`src/rtl/sal_timing_cfg_pkg.sv`:
```
// sal_timing_cfg_pkg: register map, reset timing defaults, timing field
// struct and commit FSM encoding shared by sal_timing_cfg and its APB front end.
// Reset defaults come from the DDR_T_* parameter macros; fallbacks are used
// when the DDR parameter header has not defined them.

`ifndef DDR_T_RCD
`define DDR_T_RCD 14
`endif
`ifndef DDR_T_RP
`define DDR_T_RP 14
`endif
`ifndef DDR_T_RAS
`define DDR_T_RAS 33
`endif
`ifndef DDR_T_RFC
`define DDR_T_RFC 160
`endif
`ifndef DDR_T_RTP
`define DDR_T_RTP 8
`endif
`ifndef DDR_T_WTP
`define DDR_T_WTP 16
`endif
`ifndef DDR_T_RRD
`define DDR_T_RRD 4
`endif
`ifndef DDR_T_CCD
`define DDR_T_CCD 4
`endif
`ifndef DDR_T_WTR
`define DDR_T_WTR 8
`endif
`ifndef DDR_T_RTW
`define DDR_T_RTW 6
`endif

package sal_timing_cfg_pkg;

  localparam int NUM_T = 10;

  // Byte offsets within the register page
  localparam logic [7:0] OFS_T_RCD  = 8'h00;
  localparam logic [7:0] OFS_T_RP   = 8'h04;
  localparam logic [7:0] OFS_T_RAS  = 8'h08;
  localparam logic [7:0] OFS_T_RFC  = 8'h0C;
  localparam logic [7:0] OFS_T_RTP  = 8'h10;
  localparam logic [7:0] OFS_T_WTP  = 8'h14;
  localparam logic [7:0] OFS_T_RRD  = 8'h18;
  localparam logic [7:0] OFS_T_CCD  = 8'h1C;
  localparam logic [7:0] OFS_T_WTR  = 8'h20;
  localparam logic [7:0] OFS_T_RTW  = 8'h24;
  localparam logic [7:0] OFS_CTRL   = 8'h28;
  localparam logic [7:0] OFS_STATUS = 8'h2C;

  // Timing register offsets in storage-index order
  localparam logic [7:0] TIMING_OFS [NUM_T] = '{
    OFS_T_RCD, OFS_T_RP, OFS_T_RAS, OFS_T_RFC, OFS_T_RTP,
    OFS_T_WTP, OFS_T_RRD, OFS_T_CCD, OFS_T_WTR, OFS_T_RTW
  };

  // Fields are sized for the widest supported TW (16)
  typedef struct packed {
    logic [15:0] t_rcd;
    logic [15:0] t_rp;
    logic [15:0] t_ras;
    logic [15:0] t_rfc;
    logic [15:0] t_rtp;
    logic [15:0] t_wtp;
    logic [15:0] t_rrd;
    logic [15:0] t_ccd;
    logic [15:0] t_wtr;
    logic [15:0] t_rtw;
  } timing_t;

  localparam timing_t TIMING_DEFAULT = '{
    t_rcd: 16'(`DDR_T_RCD), t_rp:  16'(`DDR_T_RP),  t_ras: 16'(`DDR_T_RAS),
    t_rfc: 16'(`DDR_T_RFC), t_rtp: 16'(`DDR_T_RTP), t_wtp: 16'(`DDR_T_WTP),
    t_rrd: 16'(`DDR_T_RRD), t_ccd: 16'(`DDR_T_CCD), t_wtr: 16'(`DDR_T_WTR),
    t_rtw: 16'(`DDR_T_RTW)
  };

  typedef enum logic {
    ST_IDLE = 1'b0,
    ST_REQ  = 1'b1
  } commit_state_t;

  // Default value for a timing field by storage index
  function automatic logic [15:0] timing_default(input int unsigned idx);
    case (idx)
      0:       return TIMING_DEFAULT.t_rcd;
      1:       return TIMING_DEFAULT.t_rp;
      2:       return TIMING_DEFAULT.t_ras;
      3:       return TIMING_DEFAULT.t_rfc;
      4:       return TIMING_DEFAULT.t_rtp;
      5:       return TIMING_DEFAULT.t_wtp;
      6:       return TIMING_DEFAULT.t_rrd;
      7:       return TIMING_DEFAULT.t_ccd;
      8:       return TIMING_DEFAULT.t_wtr;
      default: return TIMING_DEFAULT.t_rtw;
    endcase
  endfunction

endpackage

```
`src/rtl/sal_timing_cfg_apb.sv`:
```
// sal_timing_cfg_apb: zero-wait-state APB decode for the timing register page.
// Produces write strobes for the owning register sets, the error response and
// the registered read data (captured in the setup phase).

module sal_timing_cfg_apb
  import sal_timing_cfg_pkg::*;
#(
  parameter int TW = 8,
  parameter int AW = 12,
  parameter int DW = 32
) (
  input  logic                     clk,
  input  logic                     rst_n,
  input  logic                     psel,
  input  logic                     penable,
  input  logic                     pwrite,
  input  logic [AW-1:0]            paddr,
  input  logic [DW-1:0]            pwdata,
  output logic [DW-1:0]            prdata,
  output logic                     pready,
  output logic                     pslverr,
  input  logic [NUM_T-1:0][TW-1:0] shadow,
  input  logic                     pending,
  input  logic                     locked,
  input  logic [7:0]               commit_cnt,
  output logic [NUM_T-1:0]         wr_en,
  output logic [TW-1:0]            wr_val,
  output logic                     commit_wr,
  output logic                     lock_wr
);

  logic             setup;
  logic             access;
  logic             in_page;
  logic [NUM_T-1:0] hit_t;
  logic             hit_ctrl;
  logic             hit_status;
  logic             mapped;
  logic             val_ok;
  logic [DW-1:0]    rdata;

  assign setup      = psel & ~penable;
  assign access     = psel & penable;
  assign in_page    = (paddr[AW-1:8] == '0);
  assign hit_ctrl   = in_page && (paddr[7:0] == OFS_CTRL);
  assign hit_status = in_page && (paddr[7:0] == OFS_STATUS);
  assign mapped     = (|hit_t) | hit_ctrl | hit_status;

  // A timing value must be nonzero and fit in TW bits
  assign val_ok = (pwdata[TW-1:0] != '0) && (pwdata[DW-1:TW] == '0);

  // One-hot decode of the timing register offsets
  always_comb begin
    hit_t = '0;
    for (int i = 0; i < NUM_T; i++) begin
      hit_t[i] = in_page && (paddr[7:0] == TIMING_OFS[i]);
    end
  end

  assign wr_en     = (access & pwrite & ~locked & val_ok) ? hit_t : '0;
  assign wr_val    = pwdata[TW-1:0];
  assign commit_wr = access & pwrite & hit_ctrl & pwdata[0] & ~locked;
  assign lock_wr   = access & pwrite & hit_ctrl & pwdata[1];

  assign pready  = 1'b1;
  assign pslverr = access & (~mapped |
                   (pwrite & (hit_status |
                              ((|hit_t) & (~val_ok | locked)) |
                              (hit_ctrl & pwdata[0] & locked))));

  // Read mux; COMMIT always reads back as 0
  always_comb begin
    rdata = '0;
    for (int i = 0; i < NUM_T; i++) begin
      if (hit_t[i]) rdata[TW-1:0] = shadow[i];
    end
    if (hit_ctrl) rdata[1] = locked;
    if (hit_status) begin
      rdata[0]    = pending;
      rdata[1]    = locked;
      rdata[15:8] = commit_cnt;
    end
  end

  // Capture read data in the setup phase so it is stable for the access phase
  always_ff @(posedge clk or negedge rst_n) begin
    if (!rst_n) begin
      prdata <= '0;
    end else if (setup) begin
      prdata <= rdata;
    end
  end

endmodule

```
`src/rtl/sal_timing_cfg.sv`:
```
// sal_timing_cfg: run-time programmable DDR timing configuration.
// APB-writable shadow registers are copied atomically into the active set that
// drives the bank/scheduler timing outputs, only when the scheduler acks a
// commit request. Optional software lock: define SAL_TIMING_CFG_LOCK_EN.
//
// state   | meaning
// IDLE    | no commit outstanding, upd_req low
// REQ     | commit requested, upd_req high until upd_ack is sampled

module sal_timing_cfg
  import sal_timing_cfg_pkg::*;
#(
  parameter int TW = 8,
  parameter int AW = 12,
  parameter int DW = 32
) (
  input  logic          clk,
  input  logic          rst_n,
  input  logic          psel,
  input  logic          penable,
  input  logic          pwrite,
  input  logic [AW-1:0] paddr,
  input  logic [DW-1:0] pwdata,
  output logic [DW-1:0] prdata,
  output logic          pready,
  output logic          pslverr,
  output logic [TW-1:0] t_rcd,
  output logic [TW-1:0] t_rp,
  output logic [TW-1:0] t_ras,
  output logic [TW-1:0] t_rfc,
  output logic [TW-1:0] t_rtp,
  output logic [TW-1:0] t_wtp,
  output logic [TW-1:0] t_rrd,
  output logic [TW-1:0] t_ccd,
  output logic [TW-1:0] t_wtr,
  output logic [TW-1:0] t_rtw,
  output logic          upd_req,
  input  logic          upd_ack
);

  function automatic logic [NUM_T-1:0][TW-1:0] dflt_set();
    logic [NUM_T-1:0][TW-1:0] r;
    for (int i = 0; i < NUM_T; i++) r[i] = TW'(timing_default(i));
    return r;
  endfunction

  localparam logic [NUM_T-1:0][TW-1:0] DFLT = dflt_set();

  logic [NUM_T-1:0][TW-1:0] shadow_q;
  logic [NUM_T-1:0][TW-1:0] shadow_d;
  logic [NUM_T-1:0][TW-1:0] active_q;
  logic [NUM_T-1:0]         wr_en;
  logic [TW-1:0]            wr_val;
  logic                     commit_wr;
  logic                     lock_wr;
  logic                     locked;
  logic [7:0]               commit_cnt_q;
  logic                     ack_take;
  commit_state_t            state_q;
  commit_state_t            state_d;

  sal_timing_cfg_apb #(.TW(TW), .AW(AW), .DW(DW)) u_apb (
    .clk        (clk),
    .rst_n      (rst_n),
    .psel       (psel),
    .penable    (penable),
    .pwrite     (pwrite),
    .paddr      (paddr),
    .pwdata     (pwdata),
    .prdata     (prdata),
    .pready     (pready),
    .pslverr    (pslverr),
    .shadow     (shadow_q),
    .pending    (upd_req),
    .locked     (locked),
    .commit_cnt (commit_cnt_q),
    .wr_en      (wr_en),
    .wr_val     (wr_val),
    .commit_wr  (commit_wr),
    .lock_wr    (lock_wr)
  );

  assign ack_take = (state_q == ST_REQ) && upd_ack;

  // Next shadow contents; the active copy in an ack cycle sees this value
  always_comb begin
    shadow_d = shadow_q;
    for (int i = 0; i < NUM_T; i++) begin
      if (wr_en[i]) shadow_d[i] = wr_val;
    end
  end

  // Shadow, active set and commit counter
  always_ff @(posedge clk or negedge rst_n) begin
    if (!rst_n) begin
      shadow_q     <= DFLT;
      active_q     <= DFLT;
      commit_cnt_q <= '0;
    end else begin
      shadow_q <= shadow_d;
      if (ack_take) begin
        active_q     <= shadow_d;
        commit_cnt_q <= commit_cnt_q + 8'd1;
      end
    end
  end

`ifdef SAL_TIMING_CFG_LOCK_EN
  logic lock_q;

  // Sticky lock, cleared only by reset
  always_ff @(posedge clk or negedge rst_n) begin
    if (!rst_n) begin
      lock_q <= 1'b0;
    end else if (lock_wr) begin
      lock_q <= 1'b1;
    end
  end

  assign locked = lock_q;
`else
  logic unused_lock_wr;
  assign unused_lock_wr = lock_wr;
  assign locked         = 1'b0;
`endif

  // Commit FSM state register
  always_ff @(posedge clk or negedge rst_n) begin
    if (!rst_n) begin
      state_q <= ST_IDLE;
    end else begin
      state_q <= state_d;
    end
  end

  // Commit FSM next state; COMMIT in REQ and ack in IDLE are ignored
  always_comb begin
    state_d = state_q;
    case (state_q)
      ST_IDLE: if (commit_wr) state_d = ST_REQ;
      ST_REQ:  if (upd_ack)   state_d = ST_IDLE;
      default: state_d = ST_IDLE;
    endcase
  end

  // Commit FSM outputs
  always_comb begin
    upd_req = (state_q == ST_REQ);
  end

  assign t_rcd = active_q[0];
  assign t_rp  = active_q[1];
  assign t_ras = active_q[2];
  assign t_rfc = active_q[3];
  assign t_rtp = active_q[4];
  assign t_wtp = active_q[5];
  assign t_rrd = active_q[6];
  assign t_ccd = active_q[7];
  assign t_wtr = active_q[8];
  assign t_rtw = active_q[9];

endmodule

```
`config.mk`:
```
export PLATFORM = sky130hd
export DESIGN_NAME = sal_timing_cfg
export DESIGN_NICKNAME = d
export VERILOG_FILES = /design/src/rtl/sal_timing_cfg_pkg.sv /design/src/rtl/sal_timing_cfg_apb.sv /design/src/rtl/sal_timing_cfg.sv
export SDC_FILE = /design/constraint.sdc
export NUM_CORES = 1
export LEC_CHECK = 0
export CAP_MARGIN = 5
export CORE_ASPECT_RATIO = 1.2
export CORE_UTILIZATION = 47
export DETAILED_ROUTE_END_ITERATION = 8
export HOLD_SLACK_MARGIN = 0.05
export PLACE_DENSITY = 0.73
export SYNTH_ARGS = -nofsm -noshare
export SYNTH_HDL_FRONTEND = slang
export SYNTH_HIERARCHICAL = 1
export SYNTH_SLANG_ARGS = --single-unit
```
`constraint.sdc`:
```
create_clock -name clk -period 1.5 [get_ports clk]
set_input_delay 0.225 -clock clk [delete_from_list [all_inputs] [get_ports clk]]
set_output_delay 0.225 -clock clk [all_outputs]
set_load 0.01 [all_outputs]
```
==> impl_results.md, run 1 <==
* Starting Density at 48.4%
* DIE HEIGHT at 150 um
* HPWL after DPL at 15.9 mm
* Cell Pwr Density at 888 nW/um2
* H-Tree Depth at 4
* Nets at 913
* CTS tree: built
* CP most frequent cell: mux2_4
* Hold Path Class: input port to asynchronous set/reset pin
* R2R setup slack at 0.06 ns
* Min cycle time layout at 2.11 ns
* Register clock-pin slew on the reported worst setup and hold paths at 0.07 ns
* Sequential Area at 4670 um2
* Startpoint types: input port
* Clock Skews at 0.00835 ns
* Mapped cell area at 8570 um2
* Max_cap viols at 0
* Root Buffer: clkbuf_16
* Violated checks: DRC, setup timing
* Clock power frac at 46.8%
* Synthesized area per cell at 13.7 um2
* Antenna violations before repair at 0
* GPL Wtd Cong at 0.938
* Core Area at 17700 um2
* I/O Buffers at 147
* Endpoints failing setup at 164
* CP Cell Sequence: dlygate4sd2_1, or4b_4, or3_4, nor3_4, buf_6, mux2_4, mux2_4
* RR Endpoint: u_apb/prdata[1]
* Syn. warnings at 6
* Setup ws final at -0.612 ns
* CTS Sinks at 185
* Total wire length at 24.0 mm
* Sw power at 2.37 mW
* Wire length of the first global-routing pass at 36.3 mm
* Post-Route Setup TNS at -59.60 ns
* Die Wd at 125 um
* CP endpoint: t_rtp[5]
* Tot GR Track Use at 25.6%
* RSZ-0062 raised after global routing: true
* Fin. Hold Viols at 0
* CP required at 1.82 ns
* Final worst-path cycle share at 141%
* Share of layout cells above drive strength 1 at 47.3%
* Post-DRT Antenna Nets at 0
* Die area at 18800 um2
* Vias in the first global route at 6352
* Via density at 5.56
* Crit-path slowest cell: or4b_4
* Worst Reg-to-Reg Cells at 5
* CP arrival at 2.43 ns
* CTS max path bufs at 2
* Combinational power share at 6.5%
* DR WL/cell at 21.9 um
* LEAKAGE at 6.02 nW
* Drt drc at 8
* Max incr delay on CP at 0.57 ns
* Drt pass-1 iters at 9
* Max Slew Vio Count at 0
* Number of CTS-inserted buffers at 17
* Crit Path Class: input port to register
* Ant diodes at 0
* R2r startpoint: shadow_q[49]
* Fillers at 1228
* Layout area overhead at 41.5%
* I/O Pins at 165
* Cells after Synth at 626
* Status: finished, violations left
* Sequential power share at 46.7%
* Worst skew pair latency at 0.44 ns
* Cell Int Power at 8.40 mW
* Largest net degree at the start of global routing at 55
* Crit path capture type: register
* Via count at 6087
* Max VDD drop at 0.698 mV
* Crit path from: paddr[6]
* Maximum fanout along the worst path at 7
* Sw frac at 22.0%
* Util after Layout at 68.5%
* First DRT Iteration DRCs at 358
* Area of the multi-input gates at 4150 um2
* Overflow after GRT at 0
* F_max at 0.474 GHz
* Row cnt at 53
metrics by stage:
step	total power, mW	cell area [um2]	cells	hold slack (ns)	worst slack (ns)
floorplan	5.37	8890	644	-0.0706	-0.744
global placement	5.79	10800	1027	0.161	-1.33
detailed placement	5.80	10800	1027	0.162	-1.41
CTS	10.8	11800	1078	0.262	-0.617
global route	11.1	12100	1095	0.292	-0.661
finish	10.8	12100	1095	0.267	-0.612
layer usage:
layer,global-route usage [%],routed length (um),up-vias
met5,0,0,-
met4,10.5,586,0
met3,4.61,1040,45
met2,44.0,12600,217
met1,32.2,9800,3144
li1,-,-,2681
power groups by stage:
stage	clock, mW	combinational, mW	sequential [mW]
6_report	5.04	0.700	5.03
3_5_place_dp	0	0.678	5.12
3_3_place_gp	0	0.668	5.12
4_1_cts	5.11	0.660	5.03
5_1_grt	5.33	0.754	5.03
2_1_floorplan	0	0.240	5.13
area by class of cell:
type / instances / share of cell area, %
Clock buffer: 20 / 3.85
Clock inverter: 12 / 1.69
Inverter: 2 / 0.0619
Multi-Input combinational cell: 399 / 34.2
Sequential cell: 185 / 38.5
Tap cell: 220 / 2.27
Timing Repair Buffer: 257 / 19.4
worst min path at each step:
| stage | from | to | slack (ns) | depth (start not counted) |
|---|---|---|---|---|
| global route | rst_n | t_rtw[3] | 0.29 | 2 |
| CTS | rst_n | t_rtw[3] | 0.26 | 2 |
| floorplan | rst_n | commit_cnt_q[0] | -0.07 | 0 |
| finish | rst_n | t_wtr[2] | 0.27 | 2 |
| global placement | rst_n | t_wtr[2] | 0.16 | 1 |
| detailed placement | rst_n | t_rtw[3] | 0.16 | 1 |
cell usage in the layout (no fill, tap or decap), types with 4 or more instances in the layout:
cell,count
clkbuf_2,13
conb_1,21
nand2b_1,4
dlymetal6s2s_1,5
nor4_4,9
o22ai_1,10
clkbuf_16,17
dfrtp_1,151
nand4_1,5
bufinv_16,5
buf_4,68
dlygate4sd2_1,98
a21oi_1,12
a22o_1,8
mux2i_1,14
buf_12,7
mux2_2,18
nor2_1,19
buf_8,4
dfstp_2,34
nand2_1,20
nand3_1,11
a22oi_1,4
clkdlybuf4s15_1,14
inv_6,4
o21ai_0,22
o211ai_1,5
xnor2_1,5
nand2_2,4
nor2_4,8
mux2_4,146
clkdlybuf4s50_1,7
buf_6,37
sequential cells by signal (all words and copies together), names as in the netlist:
register / cells
commit_cnt_q: 8
shadow_q: 80
t_ccd: 8
t_ras: 8
t_rcd: 8
t_rfc: 8
t_rp: 8
t_rrd: 8
t_rtp: 8
t_rtw: 8
t_wtp: 8
t_wtr: 8
u_apb/prdata: 16
upd_req: 1
repair_timing:
item                       in CTS  in global routing
setup endpoints to repair     267                176
pin swaps                      25                 26
gates resized for setup       248                 99
setup buffers                  18                 24
gates cloned                    0                  0
hold endpoints to repair       36                  0
hold buffers                    1                  0
critical path, delay by kind of cell:
| family | cells | cell delay, ns |
|---|---|---|
| simple gates | 3 | 1.14 |
| mux | 2 | 0.58 |
| buf+inv | 2 | 0.48 |
(Power assumes the default switching activity.)
==> run 2, diff against run 1 <==
CORE_UTILIZATION = 52   (was 47)
PLACE_DENSITY = 0.8   (was 0.73)
==> run 2 against run 1 <==
Net effect: clock power down 4%; flip-flop and latch count is the same; die area decreased by 9.5%; first-iteration DRC count rose by 12%; final area up 0.77%; maximum frequency decreased by 2.7%; the flow finishes with violations (setup timing); clock skew rose by 0.00074 ns; largest cell class unchanged; highest routed layer unchanged.
==> impl_results.md, run 2 (synthesis gave the netlist of run 1 again) <==
* Status: finished, violations left
* Violated checks: setup timing
* Overflow after GRT at 0 (unchanged)
* R2r startpoint: shadow_q[57]
* GRT met2 Usage at 50.4% (+6.5 points)
* RSZ-0062 raised after global routing: true
* GR Util met3 at 6.29% (+1.7 points)
* Largest net degree at the start of global routing at 117 (+110%)
* Crit Path Class: input port to register
* Layout area overhead at 42.6%
* Hold Path Class: input port to asynchronous set/reset pin
* CTS tree: built
* DR WL/cell at 23.4 um (+6.9%)
* Setup ws final at -0.670 ns (-0.0584 ns)
* I/O Buffers at 147 (unchanged)
* Share of layout cells above drive strength 1 at 48.7% (+1.4 points)
* Crit-path slowest cell: or3_4
* Relative slew slack at 58.9%
* Fillers at 923 (-25%)
* Biggest register: shadow_q
* Worst Reg-to-Reg Cells at 5 (unchanged)
* Min cycle time layout at 2.17 ns (+0.0584 ns)
* Max reg flops at 80 (unchanged)
* RR Endpoint: u_apb/prdata[1]
* Slew @ Worst Pin at 0.617 ns
* Tot GR Track Use at 30.1% (+4.4 points)
* Non-Filler Cell Area, Final at 12200 um2 (+0.77%)
* Via density at 5.84 (+5.0%)
* Root Buffer: clkbuf_16
* Startpoint types: input port
* Total power at 10.6 mW (-1.2%)
* R2R setup slack at 0 ns (-0.06 ns)
* Fin Hold WS at 0.355 ns (+0.0881 ns)
* Via count at 6379 (+4.8%)
* Clock Skews at 0.00909 ns (+0.000736 ns)
* CP Cell Sequence: buf_6, nor4_4, nand4_1, a21oi_4, nand3_2, or3_4, nor3_4, buf_6, mux2_4, mux2_4
* Core Area at 16100 um2 (-8.8%)
* Leading registers by flop count: shadow_q (80), u_apb/prdata (16)
* Cell Pwr Density at 871 nW/um2 (-2.0%)
* Final worst-path cycle share at 145% (+3.9 points)
* DIE HEIGHT at 143 um (-4.9%)
* Dpl cell area at 10900 um2 (+0.21%)
* Fin. Hold Viols at 0 (unchanged)
* Most frequent cells in the layout: 151 x dfrtp_1, 150 x mux2_4, 98 x dlygate4sd2_1, 85 x buf_4, 34 x dfstp_2
* F_max at 0.461 GHz (-2.7%)
* Util after Layout at 75.7% (+7.2 points)
* Busiest grt layer: met2
* Commonest non-fill, non-tap cell in the layout: dfrtp_1
* Row cnt at 51 (-3.8%)
* Number of CTS-inserted buffers at 17 (unchanged)
* Ant diodes at 0 (unchanged)
* Starting Density at 53.1% (+4.7 points)
* Post-Route Setup TNS at -70.63 ns (-11.02 ns)
* Register clock-pin slew on the reported worst setup and hold paths at 0.07 ns (about the same)
* Final Non-Filler Cells at 1093 (-0.18%)
* Maximum fanout along the worst path at 7 (unchanged)
* Post-DRT Antenna Nets at 0 (unchanged)
* Crit path capture type: register
* GPL Wtd Cong at 0.932 (-0.69%)
* Max VDD drop at 0.888 mV (+27%)
* Wire length of the first global-routing pass at 38.3 mm (+5.4%)
* WP buf/inv at 2 (unchanged)
* Drt drc at 0 (-8)
* LEAKAGE at 6.06 nW (+0.64%)
* Max_cap viols at 0 (unchanged)
* CP required at 1.82 ns (about the same)
* HPWL after DPL at 15.9 mm (-0.34%)
* Drt pass-1 iters at 5 (-4)
* Nets at 919 (+0.66%)
* CP arrival at 2.49 ns (+0.06 ns)
* Crit path from: pwdata[27]
* H-Tree Depth at 4 (unchanged)
* CTS Sinks at 185 (unchanged)
* Setup slack at placement at -1.45 ns (-0.0398 ns)
* Max Slew Vio Count at 0 (unchanged)
* I/O Pins at 165 (unchanged)
* Total wire length at 25.6 mm (+6.7%)
* Max incr delay on CP at 0.44 ns (-0.13 ns)
* Met1 usage at 36.0% (+3.8 points)
* Worst path top cell family by delay: simple AND/OR/NAND/NOR gates
* Vias in the first global route at 6826 (+7.5%)
* Antenna violations before repair at 0 (unchanged)
* First DRT Iteration DRCs at 402 (+12%)
* Endpoints failing setup at 170 (+3.7%)
* Placed Cells at 1025 (-0.19%)
* Worst skew pair latency at 0.43 ns (about the same)
* CTS max path bufs at 2 (unchanged)
* Die area at 17000 um2 (-9.5%)
* Die Wd at 119 um (-4.9%)
[run 2: changes by cell type in the layout (fill, tap and decap cells not counted), moves of 3 or more]
cell	before	now
mux2_2	18	14
clkinv_4	0	4
clkdlybuf4s15_1	14	11
mux2_4	146	150
clkbuf_2	13	2
buf_4	68	85
buf_6	37	28
buf_2	3	11
[run 2: area by class of cell]
class	instances	area, um2	share of cell area [%]
Tap cell	212	265	2.17
Inverter	2	7.51	0.0615
Clock inverter	12	189	1.55
Multi-Input combinational cell	399	4250	34.8
Timing Repair Buffer	263	2370	19.4
Clock buffer	20	457	3.74
Sequential cell	185	4670	38.2
[run 2: routing by layer]
metal	vias to the layer above	share of wire, %
li1	2699	-
met1	3282	39
met2	310	51
met3	88	5.4
met4	0	4.7
met5	-	0
[run 2: worst register-to-register path, cell delays in order, from the launching register on]
cell	delay (ns)
dfrtp_1	0.39
mux4_2	0.48
nand2_1	0.12
a21oi_1	0.08
a21oi_1	0.20
o22ai_1	0.11
[run 2: worst max path at each step]
| stage | endpoint | cells after the start | slack [ns] |
|---|---|---|---|
| 3_3_place_gp | t_wtp[3] | 10 | -1.35 |
| 3_5_place_dp | t_rtp[0] | 10 | -1.45 |
| 4_1_cts | t_rtp[2] | 10 | -0.63 |
| 6_report | t_rtp[4] | 10 | -0.67 |
| 2_1_floorplan | t_rtp[7] | 9 | -0.74 |
| 5_1_grt | t_rtp[4] | 10 | -0.70 |
[run 2: where the power goes]
group | switching [mW] | internal [mW] | leakage, nW | total [mW]
Combinational | 0.449 | 0.290 | 3.30 | 0.740
Sequential | 0.0183 | 5.01 | 2.45 | 5.03
Clock | 1.96 | 2.91 | 0.312 | 4.86
[run 2: timing repair]
action / CTS / global route
setup buffers: 28 / 10
pin swaps: 31 / 23
gates resized for setup: 308 / 65
endpoints found under the hold margin: 151 / 0
endpoints found under the setup margin: 275 / 184
gates cloned: 0 / 1
hold buffers: 1 / 0
==> run 3, diff against run 2 <==
--- a/config.mk
+++ b/config.mk
@@ -10,2 +10,3 @@
 export CORE_UTILIZATION = 52
+export CTS_CLUSTER_SIZE = 16
 export DETAILED_ROUTE_END_ITERATION = 8
==> constraint.sdc (replaced) <==
create_clock -name clk -period 1.5 [get_ports clk]
set_input_delay 0.45 -clock clk [delete_from_list [all_inputs] [get_ports clk]]
set_output_delay 0.45 -clock clk [all_outputs]
set_load 0.01 [all_outputs]
==> run 3 against run 2 <==
Net effect: the flow still finishes with violations (setup timing); final cell count is 3.8% higher; largest cell class unchanged; count of clock-buffer cells in the layout down 1; final area up 0.10%; maximum frequency shrank 12%; via count increased by 2.5%; highest routed layer unchanged.
==> impl_results.md, run 3 (synthesis gave the netlist of run 1 again) <==
* I/O Pins at 165 (unchanged)
* Wire length of the first global-routing pass at 38.8 mm (+1.4%)
* Largest net degree at the start of global routing at 47 (-60%)
* CP Cell Sequence: buf_6, nor4_4, nand4_1, a21oi_2, buf_4, nand3_4, or3_4, nor3_4, buf_6, mux2_4, mux2_4
* DR WL/cell at 22.5 um (-3.9%)
* Area of the multi-input gates at 4260 um2 (+0.15%)
* LEAKAGE at 6.04 nW (-0.25%)
* Die area at 17000 um2 (unchanged)
* Leading registers by flop count: shadow_q (80), u_apb/prdata (16)
* Layout area overhead at 42.7%
* CP required at 1.81 ns (about the same)
* Most frequent cells in the layout: 151 x dfrtp_1, 146 x mux2_4, 108 x buf_4, 92 x buf_2, 61 x buf_6
* Max_cap viols at 0 (unchanged)
* Starting Density at 53.1% (unchanged)
* Register clock-pin slew on the reported worst setup and hold paths at 0.07 ns (about the same)
* Dpl cell area at 10900 um2 (+0.62%)
* Max reg flops at 80 (unchanged)
* First DRT Iteration DRCs at 500 (+24%)
* Startpoint types: input port
* Drt drc at 0 (unchanged)
* F_max at 0.405 GHz (-12%)
* Post-Route Setup TNS at -118.00 ns (-47.38 ns)
* Worst skew pair latency at 0.44 ns (about the same)
* Crit path capture type: register
* Ant diodes at 0 (unchanged)
* H-Tree Depth at 4 (unchanged)
* Drt pass-1 iters at 5 (unchanged)
* Crit Path Class: input port to register
* Crit-path slowest cell: or3_4
* GRT met2 Usage at 52.4% (+1.9 points)
* Hold Path Class: input port to asynchronous set/reset pin
* Violated checks: setup timing
* CTS tree: built
* Endpoints failing setup at 186 (+9.4%)
* Die Wd at 119 um (unchanged)
* Non-Filler Cell Area, Final at 12200 um2 (+0.10%)
* Nets at 960 (+4.5%)
* Antenna violations before repair at 0 (unchanged)
* Max Slew Vio Count at 0 (unchanged)
* HPWL after DPL at 15.6 mm (-1.4%)
* Clock Skews at 0.0162 ns (+0.00711 ns)
* Via density at 5.76 (-1.2%)
* Max incr delay on CP at 0.44 ns (about the same)
* Met1 usage at 36.3% (+0.27 points)
* CTS max path bufs at 2 (unchanged)
* Tot GR Track Use at 30.4% (+0.27 points)
* Cell Pwr Density at 820 nW/um2 (-5.8%)
* Share of layout cells above drive strength 1 at 63.4% (+15 points)
* Post-DRT Antenna Nets at 0 (unchanged)
* Final worst-path cycle share at 165% (+20 points)
* Max VDD drop at 0.843 mV (-5.1%)
* Fin. Hold Viols at 0 (unchanged)
* DIE HEIGHT at 143 um (unchanged)
* Sequential Area at 4670 um2 (unchanged)
* Fillers at 924 (+0.11%)
* Busiest grt layer: met2
* Overflow after GRT at 0 (unchanged)
* GPL Wtd Cong at 0.908 (-2.5%)
* CP arrival at 2.79 ns (+0.30 ns)
* Via count at 6537 (+2.5%)
* Vias in the first global route at 6923 (+1.4%)
* RSZ-0062 raised after global routing: true
* Setup ws final at -0.971 ns (-0.301 ns)
* CTS Sinks at 185 (unchanged)
* Row cnt at 51 (unchanged)
* Total wire length at 25.5 mm (-0.33%)
* Final Non-Filler Cells at 1134 (+3.8%)
* Root Buffer: clkbuf_16
* Biggest register: shadow_q
* Core Area at 16100 um2 (unchanged)
* I/O Buffers at 147 (unchanged)
* Status: finished, violations left
* Placed Cells at 1024 (-0.098%)
* Commonest non-fill, non-tap cell in the layout: dfrtp_1
* GR Util met3 at 6.73% (+0.44 points)
* Setup slack at placement at -1.73 ns (-0.278 ns)
* Util after Layout at 75.7% (+0.077 points)
* Maximum fanout along the worst path at 8 (+1)
* Min cycle time layout at 2.47 ns (+0.301 ns)
* Number of CTS-inserted buffers at 17 (unchanged)
[run 3: cell count changes in the layout (fill, tap and decap cells not counted), sizes merged, moves of 4 or more]
| cell | previous run | this run |
|---|---|---|
| buf | 136 | 276 |
| dlygate4sd2 | 98 | 6 |
| clkdlybuf4s15 | 12 | 6 |
| clkdlybuf4s50 | 8 | 2 |
| clkbuf | 23 | 28 |
| bufinv | 4 | 0 |
[run 3: per-layer routing]
metal  up-vias  wire length, um
met4         0              998
met3        82             1570
li1       2774                -
met2       318            13200
met5         -                0
met1      3363             9810
[run 3: worst paths after layout]
kind | from | end | slack (ns) | cells past startpoint
max in group asynchronous | rst_n | shadow_q[67] | 0.41 | 3
worst max-delay path | pwdata[19] | t_rtp[7] | -0.97 | 11
worst min-delay path | rst_n | t_wtp[5] | 0.46 | 2
worst min register to register | commit_cnt_q[7] | commit_cnt_q[7] | 0.50 | 1
worst max register to register | shadow_q[57] | u_apb/prdata[1] | 0 | 5
min in group clk | commit_cnt_q[7] | commit_cnt_q[7] | 0.50 | 1
[run 3: what timing repair did]
action,CTS,global route
setup buffers,61,31
pin swaps,37,26
endpoints found under the hold margin,24,0
resized for setup,623,97
hold buffers,1,0
endpoints found under the setup margin,275,210
[run 3: area by class of cell]
cell class	count	area share [%]
repair buffers	304	20.2
inverters	2	0.0614
flip-flops and latches	185	38.2
well taps	212	2.17
clock inverters	13	0.952
clock buffers	19	3.62
multi-input cells	399	34.8
[run 3: where the power goes]
group / internal [mW] / switching (mW) / total, mW / leakage (nW)
registers: 5.01 / 0.0171 / 5.03 / 2.45
clock network: 2.21 / 2.06 / 4.27 / 0.265
logic: 0.282 / 0.445 / 0.727 / 3.33
total: 7.51 / 2.52 / 10.0 / 6.04
[run 3: metrics by stage]
stage	total power, mW	hold WS, ns
2_1_floorplan	5.37	0.154
3_3_place_gp	5.79	0.362
3_5_place_dp	5.80	0.364
4_1_cts	9.97	0.471
5_1_grt	10.3	0.492
6_report	10.0	0.463
[run 3: critical path: cells and delay by family]
kind	cells	cell delay [ns]
simple gates	5	1.11
buf+inv	3	0.44
mux	2	0.60
compound gates	1	0.19
